==> config.mk <==
export PLATFORM = sky130hd
export DESIGN_NAME = uart_tx_arbiter
export DESIGN_NICKNAME = d
export VERILOG_FILES = /design/src/rtl/uart_tx_arbiter.sv
export SDC_FILE = /design/constraint.sdc
export NUM_CORES = 1
export LEC_CHECK = 0
export BUFFER_PORTS_ARGS = -buffer_cell sky130_fd_sc_hd__buf_2
export CAP_MARGIN = 20
export CORE_MARGIN = 5
export CORE_UTILIZATION = 27
export DETAILED_ROUTE_END_ITERATION = 6
export SLEW_MARGIN = 20
export SYNTH_ARGS = -nofsm -noshare
export SYNTH_HDL_FRONTEND = slang
export SYNTH_SLANG_ARGS = --single-unit
export TNS_END_PERCENT = 20
==> constraint.sdc <==
create_clock -name clk -period 5.4 [get_ports clk]
set_clock_uncertainty 0.15 [all_clocks]
set_input_delay 0.27 -clock clk [delete_from_list [all_inputs] [get_ports clk]]
set_output_delay 0.27 -clock clk [all_outputs]
set_load 0.1 [all_outputs]
==> src/rtl/uart_tx_arbiter.sv <==
// uart_tx_arbiter: round-robin sharing of one byte-wide UART serializer
// among N_REQ requesters. Latches the winner's byte, raises tx_start until
// the resynchronized busy flag rises, then waits for busy to fall.
// Optional build macro UART_ARB_TIMEOUT_EN adds a per-transaction watchdog
// that aborts a stuck transaction after TIMEOUT_CYCLES clk cycles.
module uart_tx_arbiter #(
    parameter int N_REQ          = 4,
    parameter int IDX_W          = 2,
    parameter int TIMEOUT_CYCLES = 1_000_000
) (
    input  logic               clk,
    input  logic               rst,
    input  logic [N_REQ-1:0]   req,
    input  logic [8*N_REQ-1:0] req_data,
    output logic [N_REQ-1:0]   ack,
    output logic [N_REQ-1:0]   done,
    output logic               tx_start,
    output logic [7:0]         tx_data,
    input  logic               tx_busy,
    output logic [IDX_W-1:0]   grant_id,
    output logic               active,
    output logic               timeout_err
);

    localparam logic [1:0] S_IDLE   = 2'd0;
    localparam logic [1:0] S_LAUNCH = 2'd1;
    localparam logic [1:0] S_SEND   = 2'd2;

    localparam logic [N_REQ-1:0] ONE_HOT0 = N_REQ'(1);
    localparam logic [IDX_W-1:0] LAST_RST = IDX_W'(N_REQ - 1);

    // Reject configurations the index arithmetic cannot represent.
    generate
        if (N_REQ < 2 || N_REQ > 8 || IDX_W != $clog2(N_REQ) || TIMEOUT_CYCLES < 1) begin : g_bad_cfg
            $error("uart_tx_arbiter: invalid N_REQ/IDX_W/TIMEOUT_CYCLES combination");
        end
    endgenerate

    logic [1:0]       state;
    logic [IDX_W-1:0] last;
    logic             busy_meta;
    logic             busy_s;
    logic [1:0]       sync_fill;

    logic             win_found;
    logic [IDX_W-1:0] win_idx;
    logic [7:0]       win_byte;
    logic [IDX_W-1:0] cand;
    int               scan_idx;
    logic             grant_go;

    // Two-flop resynchronizer for the serializer busy flag. The flops clear
    // on reset, so busy_s reads 0 for two cycles even while a frame is still
    // going out; sync_fill marks when the synchronizer holds real samples.
    always_ff @(posedge clk or posedge rst) begin
        if (rst) begin
            busy_meta <= 1'b0;
            busy_s    <= 1'b0;
            sync_fill <= 2'b00;
        end else begin
            busy_meta <= tx_busy;
            busy_s    <= busy_meta;
            sync_fill <= {sync_fill[0], 1'b1};
        end
    end

    // Round-robin search starting one past the last served requester.
    always_comb begin
        win_found = 1'b0;
        win_idx   = '0;
        win_byte  = 8'h00;
        scan_idx  = 0;
        cand      = '0;
        for (int k = 1; k <= N_REQ; k++) begin
            scan_idx = (int'(last) + k) % N_REQ;
            cand     = IDX_W'(scan_idx);
            if (!win_found && req[cand]) begin
                win_found = 1'b1;
                win_idx   = cand;
                win_byte  = req_data[{cand, 3'b000} +: 8];
            end
        end
    end

    // Grants wait for a primed synchronizer and an idle serializer so a frame
    // left running across a reset is never overlapped.
    assign grant_go = (state == S_IDLE) && win_found && !busy_s && sync_fill[1];

`ifdef UART_ARB_TIMEOUT_EN
    localparam int TMO_W = $clog2(TIMEOUT_CYCLES + 1);

    logic [TMO_W-1:0] tmo_cnt;
    logic             tmo_hit;

    // Watchdog counter: cleared on the grant edge, counts LAUNCH and SEND cycles.
    always_ff @(posedge clk or posedge rst) begin
        if (rst) begin
            tmo_cnt <= '0;
        end else if (grant_go) begin
            tmo_cnt <= '0;
        end else if (state != S_IDLE) begin
            tmo_cnt <= tmo_cnt + 1'b1;
        end
    end

    // Fires on the edge where the count reaches TIMEOUT_CYCLES.
    assign tmo_hit = (state != S_IDLE) && (tmo_cnt == TMO_W'(TIMEOUT_CYCLES - 1));
`else
    assign timeout_err = 1'b0;
`endif

    // Transaction sequencer: IDLE -> LAUNCH (tx_start high) -> SEND -> IDLE.
    always_ff @(posedge clk or posedge rst) begin
        if (rst) begin
            state    <= S_IDLE;
            last     <= LAST_RST;
            grant_id <= '0;
            tx_data  <= 8'h00;
            tx_start <= 1'b0;
            active   <= 1'b0;
            ack      <= '0;
            done     <= '0;
`ifdef UART_ARB_TIMEOUT_EN
            timeout_err <= 1'b0;
`endif
        end else begin
            ack  <= '0;
            done <= '0;
`ifdef UART_ARB_TIMEOUT_EN
            timeout_err <= 1'b0;
`endif
            case (state)
                S_IDLE: begin
                    if (grant_go) begin
                        tx_data  <= win_byte;
                        grant_id <= win_idx;
                        ack      <= ONE_HOT0 << win_idx;
                        active   <= 1'b1;
                        tx_start <= 1'b1;
                        state    <= S_LAUNCH;
                    end
                end
                S_LAUNCH: begin
                    if (busy_s) begin
                        tx_start <= 1'b0;
                        state    <= S_SEND;
                    end
`ifdef UART_ARB_TIMEOUT_EN
                    else if (tmo_hit) begin
                        tx_start    <= 1'b0;
                        active      <= 1'b0;
                        timeout_err <= 1'b1;
                        last        <= grant_id;
                        state       <= S_IDLE;
                    end
`endif
                end
                S_SEND: begin
                    if (!busy_s) begin
                        done   <= ONE_HOT0 << grant_id;
                        active <= 1'b0;
                        last   <= grant_id;
                        state  <= S_IDLE;
                    end
`ifdef UART_ARB_TIMEOUT_EN
                    else if (tmo_hit) begin
                        tx_start    <= 1'b0;
                        active      <= 1'b0;
                        timeout_err <= 1'b1;
                        last        <= grant_id;
                        state       <= S_IDLE;
                    end
`endif
                end
                default: begin
                    state <= S_IDLE;
                end
            endcase
        end
    end

endmodule

==> flow_summary.ini, run 1 <==
[status]
status = finished clean

[place]
gp_congestion = 0.738
dp_slack_ps = 2540
dpl.hpwl_mm = 4.09
placed_area_um2 = 2480
placed_cells = 350
io_buffers = 58

[synth]
netlist_top_cells_area = dfrtp_1, mux2_2, mux4_1
post-synth-top-area-cell = dfrtp_1
avgSynthCellArea_um2 = 10.7
yosys_warnings = 0
ys_seq_area_frac = 0.325
synth_area_um2 = 2160
syn_nets = 242
synthCells = 203
synth_edf_count = 0
synth_top_area_frac = 0.301
synth.distinct_cells = 46
synth-seq-cells = 28
synth_ff_type = dfrtp_1
async_reset_ff_frac = 1.00

[pwr]
ir_drop_uv = 245
power_mw = 1.39
powerDensity_nw_per_um2 = 540
p_leak_nw = 1.05

[setup_path]
critical-path-max-stage-delay_ps = 870
rr_startpoint = last[1]
cp-end-kind = register
crit_path_end = tx_data[3]
rrSetupSlack_ps = 2570
crit_fanout = 30
cp.depth = 5
start_kind = register
cp.arrival_ps = 2810
critPathRequiredTime_ps = 5380
crit_start = last[1]
path_cells = buf_4 > mux4_2 > and2_1 > a221oi_1 > a41oi_1
crit_family = flip-flops
path_buf_inv = 1
cp_slowest_cell = dfstp_2
crit_type = register to register
r2r-end = tx_data[3]
rr_worst_depth = 5

[sta]
max_freq_mhz = 353
slew_headroom = 0.531
worst_slack_ps = 2570
setup_tns_ps = 0
post-route-period-util = 0.525
grt_setup_unrepaired = false
finalSetupViolCount = 0
finalMaxSlewViolations = 0
finalCriticalPeriod_ps = 2830
worst_pin_slew_ps = 702
hold_viol = 0
holdWs_ps = 213

[detailed_routing]
wire_per_inst_um = 15.7
ant_nets = 0
drc = 0
drtPass1Iterations = 4
wirelength_mm = 5.59
dr_total_vias = 1852
dr.first_iter.drc_count = 96
viasPerCell = 5.20

[layout]
layout_commonest_cell = buf_2
diodes = 0
fin_cells = 356
syn2layout_area_growth_pct = 18.7
final_cell_area_um2 = 2570
final_util = 0.331
mostFrequentLayoutCells = buf_2, mux2_2, dfrtp_1
nets = 294
final_layout_size_suffix_gt1_frac = 0.421
final.fill_count = 781

[floorplan]
num_rows = 32
chipHeight_um = 99.5
coreArea_um2 = 7770
io_pins = 60
dieArea_um2 = 9900
dieWidth_um = 99.5
start_util = 0.279

[clock_network]
path_clk_slew_ps = 100
htreeDepth = 1
clockRootBuffer = clkbuf_8
postCtsHoldBufs = 2
cts_sinks = 28
clock_latency_ps = 280
post-cts-setup-buffer-count = 0
cts_buffers = 3
clk_path_buf_depth = 2
cts_resized = 0
cts_tree = built

[global_routing]
antenna_found_initial = 0
grt_util_all_layers = 0.113
grt_pass1_vias = 1811
grt_max_degree = 31
globalRoute.totalOverflow = 0
grt_pass1_wl_mm = 9.30

[min_path]
hold_class = register to register

[flow_run]
maxCapViolations = 0
-- cell families after synthesis --
kind of cell           after synthesis  share of synthesized area
AO/OA/AOI/OAI                       52                      0.180
AND/OR/NAND/NOR                     63                      0.171
XOR/XNOR                             1                    0.00405
multiplexers                        39                      0.257
other                                2                    0.00347
buffers and inverters               18                     0.0601
flip-flops                          28                      0.325
-- routing by layer --
layer	track usage	share of wire	vias up	wire, um
met5	0	0	-	0
met4	0.0189	0.0073	0	41
met3	0.0182	0.048	6	269
met2	0.188	0.48	39	2710
met1	0.157	0.46	921	2570
li1	-	-	886	-
-- how the worst min path moves through the flow --
stage                     cells past startpoint           end    startpoint  slack [ps]
after floorplan                               0     busy_meta       tx_busy         150
after global placement                        0        busy_s     busy_meta         180
after detailed placement                      0        busy_s     busy_meta         180
after CTS                                     0        busy_s     busy_meta         210
after global routing                          0        busy_s     busy_meta         210
final                                         0  sync_fill[1]  sync_fill[0]         210
-- report_power, final --
part / internal [mW] / switching, mW
combinational: 0.266 / 0.586
sequential: 0.277 / 0.0879
clock: 0.0993 / 0.0691
-- cells in the mapped netlist (all sizes together) (2+ instances only) --
| cell type | n |
|---|---|
| a41oi | 7 |
| a21o | 2 |
| nand3b | 4 |
| mux2 | 31 |
| nor3b | 3 |
| a211oi | 2 |
| nor2b | 2 |
| nor2 | 16 |
| buf | 14 |
| o21a | 2 |
| and3b | 2 |
| dfstp | 2 |
| conb | 2 |
| nand2b | 2 |
| nand2 | 9 |
| or3b | 3 |
| a31oi | 3 |
| and2 | 9 |
| a21oi | 5 |
| o21ai | 17 |
| nor4 | 2 |
| a221oi | 7 |
| dfrtp | 26 |
| nand3 | 2 |
| nor3 | 3 |
| mux4 | 8 |
| o2bb2ai | 2 |
| or4b | 2 |
| inv | 3 |
-- registers in the layout (all words and copies together) (netlist names) --
name	count
tx_start	1
tx_data	8
busy_s	1
last	2
grant_id	2
sync_fill	2
busy_meta	1
ack	4
active	1
done	4
state	2
-- worst register-to-register path, delay by kind of cell, from the launching register on --
| kind | cells | cell delay [ps] |
|---|---|---|
| buffers and inverters | 1 | 440 |
| flip-flops | 1 | 870 |
| AND/OR/NAND/NOR | 1 | 180 |
| multiplexers | 1 | 660 |
| AO/OA/AOI/OAI | 2 | 380 |
-- area by class of cell --
class	instances	area, um2	share of cell area
inverters	3	11.3	0.00438
clock inverters	1	30.0	0.0117
multi-input cells	157	1330	0.518
well taps	102	128	0.0497
clock buffers	3	41.3	0.0161
repair buffers	62	325	0.127
flip-flops and latches	28	703	0.274
Note: power is estimated with default switching activity, not from simulation.
==> run 2, diff against run 1 <==
==> constraint.sdc (replaced) <==
create_clock -name clk -period 2.8 [get_ports clk]
set_clock_uncertainty 0.15 [all_clocks]
set_input_delay 0.14 -clock clk [delete_from_list [all_inputs] [get_ports clk]]
set_output_delay 0.14 -clock clk [all_outputs]
set_load 0.1 [all_outputs]
==> run 2 against run 1 <==
Global-route usage fell by 0.26 points. Flip-flop and latch count did not move. Sequential share of layout area fell by 0.24 points. Clock power rose by 93%. Die area did not move. Sequential power rose by 96%.
==> flow_summary.ini, run 2 (synthesis gave the netlist of run 1 again) <==
[status]
status = finished clean

[sta]
finalCriticalPeriod_ps = 2560
post-route-period-util = 0.916
max_freq_mhz = 390
finalSetupViolCount = 0
slew_headroom = 0.561
grt_setup_unrepaired = false
worst_slack_ps = 237
finalMaxSlewViolations = 0
holdWs_ps = 208
hold_viol = 0
worst_pin_slew_ps = 659
setup_tns_ps = 0

[min_path]
hold_class = primary input to register
min-delay-start = req[0]

[pwr]
powerDensity_nw_per_um2 = 1040
p_comb_frac = 0.612
p_int_mw = 1.25
pwr-share-clk = 0.121
p_leak_nw = 1.07
power.net_switching_mw = 1.44
pwr-share-seq = 0.267
swShare = 0.534
ir_drop_uv = 392

[detailed_routing]
viasPerCell = 5.11
ant_nets = 0
dr.first_iter.drc_count = 78
wirelength_mm = 5.51
drc = 0
wire_per_inst_um = 15.4
dr_total_vias = 1833
drtPass1Iterations = 6

[layout]
largestRegisters = tx_data x8, ack x4, done x4
syn2layout_area_growth_pct = 19.8
final.fill_count = 823
diodes = 0
multiInputGateArea_um2 = 1330
fin_cells = 359
layout_commonest_cell = buf_2
mostFrequentLayoutCells = buf_2, mux2_2, dfrtp_1
largest_register_ffs = 8
final_cell_area_um2 = 2590
regMostFlops = tx_data
nets = 297
layout.area.seq_um2 = 703
final_layout_size_suffix_gt1_frac = 0.428

[setup_path]
path_cells = mux4_2 > and2_1 > a221oi_1 > a41oi_1
critPathRequiredTime_ps = 2780
cp.arrival_ps = 2550
cp-end-kind = register
crit_type = register to register
critical-path-max-stage-delay_ps = 980
rr_startpoint = last[1]
path_buf_inv = 0
crit_start = last[1]
crit_family = flip-flops
cp_slowest_cell = dfstp_2
start_kind = register
crit_fanout = 30

[floorplan]
start_util = 0.279
chipHeight_um = 99.5
dieArea_um2 = 9900
coreArea_um2 = 7770
num_rows = 32
dieWidth_um = 99.5
io_pins = 60

[place]
gp_congestion = 0.809
placed_cells = 353
placed_area_um2 = 2500
dp_slack_ps = 224
io_buffers = 58
dpl.hpwl_mm = 4.10

[clock_network]
cts_buffers = 3
path_clk_slew_ps = 100
clockRootBuffer = clkbuf_8
htreeDepth = 1
clk_path_buf_depth = 2
cts_tree = built
clock_latency_ps = 280
cts_sinks = 28

[global_routing]
grt_pass1_vias = 1860
grt_pass1_wl_mm = 9.03
globalRoute.totalOverflow = 0
grt_util_all_layers = 0.110
antenna_found_initial = 0
grt_max_degree = 31

[flow_run]
maxCapViolations = 0
[run 2: cell count changes in the layout (fill, tap and decap cells not counted), sizes merged]
cell  previous run  this run
buf             60        63
[run 2: final timing paths]
kind | to | slack [ps] | cells after the start
max in group asynchronous | last[0] | 1880 | 4
setup reg to reg | tx_data[3] | 240 | 4
setup / recovery | tx_data[3] | 240 | 4
hold reg to reg | sync_fill[1] | 220 | 0
hold / removal | ack[0] | 210 | 3
min in group asynchronous | tx_data[2] | 300 | 4
[run 2: metal layers]
| layer | GRT usage | part of all wire |
|---|---|---|
| met1 | 0.141 | 0.45 |
| met4 | 0.0284 | 0.0083 |
| met5 | 0 | 0 |
| met2 | 0.189 | 0.49 |
| met3 | 0.0245 | 0.053 |
[run 2: worst min-delay path, cell delays in order]
cell and delay, ps:
buf_2 180, a21oi_1 210, nor4_1 80
[run 2: area by class of cell]
class,instances,share of cell area
Multi-Input combinational cell,157,0.513
Sequential cell,28,0.271
Timing Repair Buffer,65,0.134
Tap cell,102,0.0493
Clock buffer,3,0.0159
Clock inverter,1,0.0116
Inverter,3,0.00435
[run 2: timing repair]
action,4_1_cts,5_1_grt
endpoints found under the hold margin,27,0
buffers inserted,0,0
hold buffers,2,0
gates resized for setup,0,0
[run 2: power groups by stage]
stage / combinational, mW / sequential, mW / clock, mW
4_1_cts: 1.66 / 0.723 / 0.333
3_5_place_dp: 1.65 / 0.728 / 0
5_1_grt: 1.75 / 0.748 / 0.350
3_3_place_gp: 1.64 / 0.725 / 0
2_1_floorplan: 0.802 / 1.30 / 0
6_report: 1.65 / 0.717 / 0.324
[run 2: per-stage QoR]
| step | utilization | power [mW] |
|---|---|---|
| after CTS | 0.334 | 2.71 |
| after floorplan | - | 2.11 |
| after global placement | 0.322 | 2.36 |
| after global routing | 0.334 | 2.85 |
| after detailed placement | 0.322 | 2.38 |
| final | 0.334 | 2.69 |
==> run 3, diff against run 2 <==
--- a/config.mk
+++ b/config.mk
@@ -10,6 +10,7 @@
 export CORE_MARGIN = 5
 export CORE_UTILIZATION = 27
 export DETAILED_ROUTE_END_ITERATION = 6
+export REMOVE_ABC_BUFFERS = 1
 export SLEW_MARGIN = 20
 export SYNTH_ARGS = -nofsm -noshare
 export SYNTH_HDL_FRONTEND = slang
==> run 3 against run 2 <==
Clock-buffer cell count is the same. Die area unchanged. Cell count grew 0.28%. Highest routed layer unchanged. Global-route usage rose by 0.44 points. Sequential share of layout area is 0.21 points lower. Utilization up 0.26 points.
==> flow_summary.ini, run 3 (synthesis gave the netlist of run 1 again) <==
[status]
status = finished clean

[sta]
slew_headroom = 0.606
finalSetupViolCount = 0
hold_viol = 0
setup_tns_ps = 0
finalCriticalPeriod_ps = 2380
grt_setup_unrepaired = false
max_freq_mhz = 419
post-route-period-util = 0.851
finalMaxSlewViolations = 0
worst_pin_slew_ps = 590

[layout]
layout_commonest_cell = buf_2
regMostFlops = tx_data
final_layout_size_suffix_gt1_frac = 0.434
largestRegisters = tx_data x8, ack x4, done x4
syn2layout_area_growth_pct = 20.7
mostFrequentLayoutCells = buf_2, mux2_2, dfrtp_1
final.fill_count = 824
final_cell_area_um2 = 2610
largest_register_ffs = 8
diodes = 0
nets = 298

[setup_path]
cp.arrival_ps = 2360
start_kind = register
cp-end-kind = register
critPathRequiredTime_ps = 2770
path_cells = buf_12 > mux4_1 > and2_1 > a221oi_1 > a41oi_1
cp_slowest_cell = dfstp_2
critical-path-max-stage-delay_ps = 750
crit_fanout = 21
crit_type = register to register

[detailed_routing]
drtPass1Iterations = 4
viasPerCell = 5.09
dr_total_vias = 1833
wire_per_inst_um = 16.2
wirelength_mm = 5.83
ant_nets = 0
drc = 0
dr.first_iter.drc_count = 80

[clock_network]
htreeDepth = 1
clockRootBuffer = clkbuf_8
post-cts-setup-buffer-count = 0
cts_sinks = 28
clk_path_buf_depth = 2
cts_buffers = 3
path_clk_slew_ps = 100
cts_tree = built
cts_resized = 0
clock_latency_ps = 270

[place]
dpl.hpwl_mm = 4.30
placed_area_um2 = 2520
io_buffers = 58
gp_congestion = 0.791

[floorplan]
coreArea_um2 = 7770
chipHeight_um = 99.5
dieWidth_um = 99.5
io_pins = 60
num_rows = 32
dieArea_um2 = 9900
start_util = 0.279

[global_routing]
met3_usage = 0.0295
globalRoute.totalOverflow = 0
antenna_found_initial = 0
grtUsageMet1 = 0.158
grt_util_all_layers = 0.115
grt.busiest_layer = met2
grt_max_degree = 29
grt_pass1_vias = 1832
grt_util_met2 = 0.191
grt_pass1_wl_mm = 9.25

[pwr]
ir_drop_uv = 748
p_leak_nw = 1.08
powerDensity_nw_per_um2 = 1040

[flow_run]
maxCapViolations = 0

[min_path]
hold_class = register to register
[run 3: critical path, delay by kind of cell, from the launching register on]
| kind | cells | cell delay [ps] |
|---|---|---|
| compound gates | 2 | 390 |
| buf+inv | 1 | 210 |
| flops | 1 | 750 |
| mux | 1 | 560 |
| simple gates | 1 | 170 |
[run 3: per-stage QoR]
| step | cells | power, mW | util | setup WS, ps | hold WS (ps) |
|---|---|---|---|---|---|
| finish | 360 | 2.71 | 0.336 | 416 | 206 |
| global route | 360 | 2.87 | 0.336 | 278 | 217 |
| global placement | 354 | 2.39 | 0.324 | 477 | 99.3 |
| detailed placement | 354 | 2.41 | 0.324 | 392 | 100 |
| floorplan | 188 | 2.02 | - | 286 | 21.4 |
| CTS | 359 | 2.74 | 0.335 | 379 | 1.94 |
[run 3: area by class of cell]
class	instances	area, um2	area share
Tap cell	102	128	0.0489
Clock buffer	3	41.3	0.0158
Sequential cell	28	703	0.269
Clock inverter	1	30.0	0.0115
Inverter	3	11.3	0.00431
Multi-Input combinational cell	157	1330	0.509
Timing Repair Buffer	66	368	0.141
[run 3: worst paths after layout]
path / startpoint / to / slack [ps] / depth (start not counted)
worst max register to register: last[1] / tx_data[3] / 420 / 5
worst min register to register: busy_meta / busy_s / 210 / 0
min in group asynchronous: rst / grant_id[0] / 310 / 3
worst max-delay path: last[1] / tx_data[3] / 420 / 5
worst min-delay path: busy_meta / busy_s / 210 / 0
max in group asynchronous: rst / last[1] / 1640 / 4
[run 3: what timing repair did]
| action | in CTS | in global routing |
|---|---|---|
| hold endpoints to repair | 1 | 26 |
| hold buffers | 1 | 1 |
| endpoints found under the setup margin | 0 | 0 |
[run 3: metal layers]
layer  vias up  part of all wire
met5         -                 0
met4         0            0.0021
met3         2             0.073
met2        58              0.47
met1       881              0.45
li1        892                 -
[run 3: report_power, final]
part	internal (mW)	total (mW)	switching (mW)	leakage, nW
Sequential	0.533	0.682	0.149	0.338
Clock	0.191	0.321	0.129	0.0357
Combinational	0.547	1.71	1.16	0.702
Total	1.27	2.71	1.44	1.08
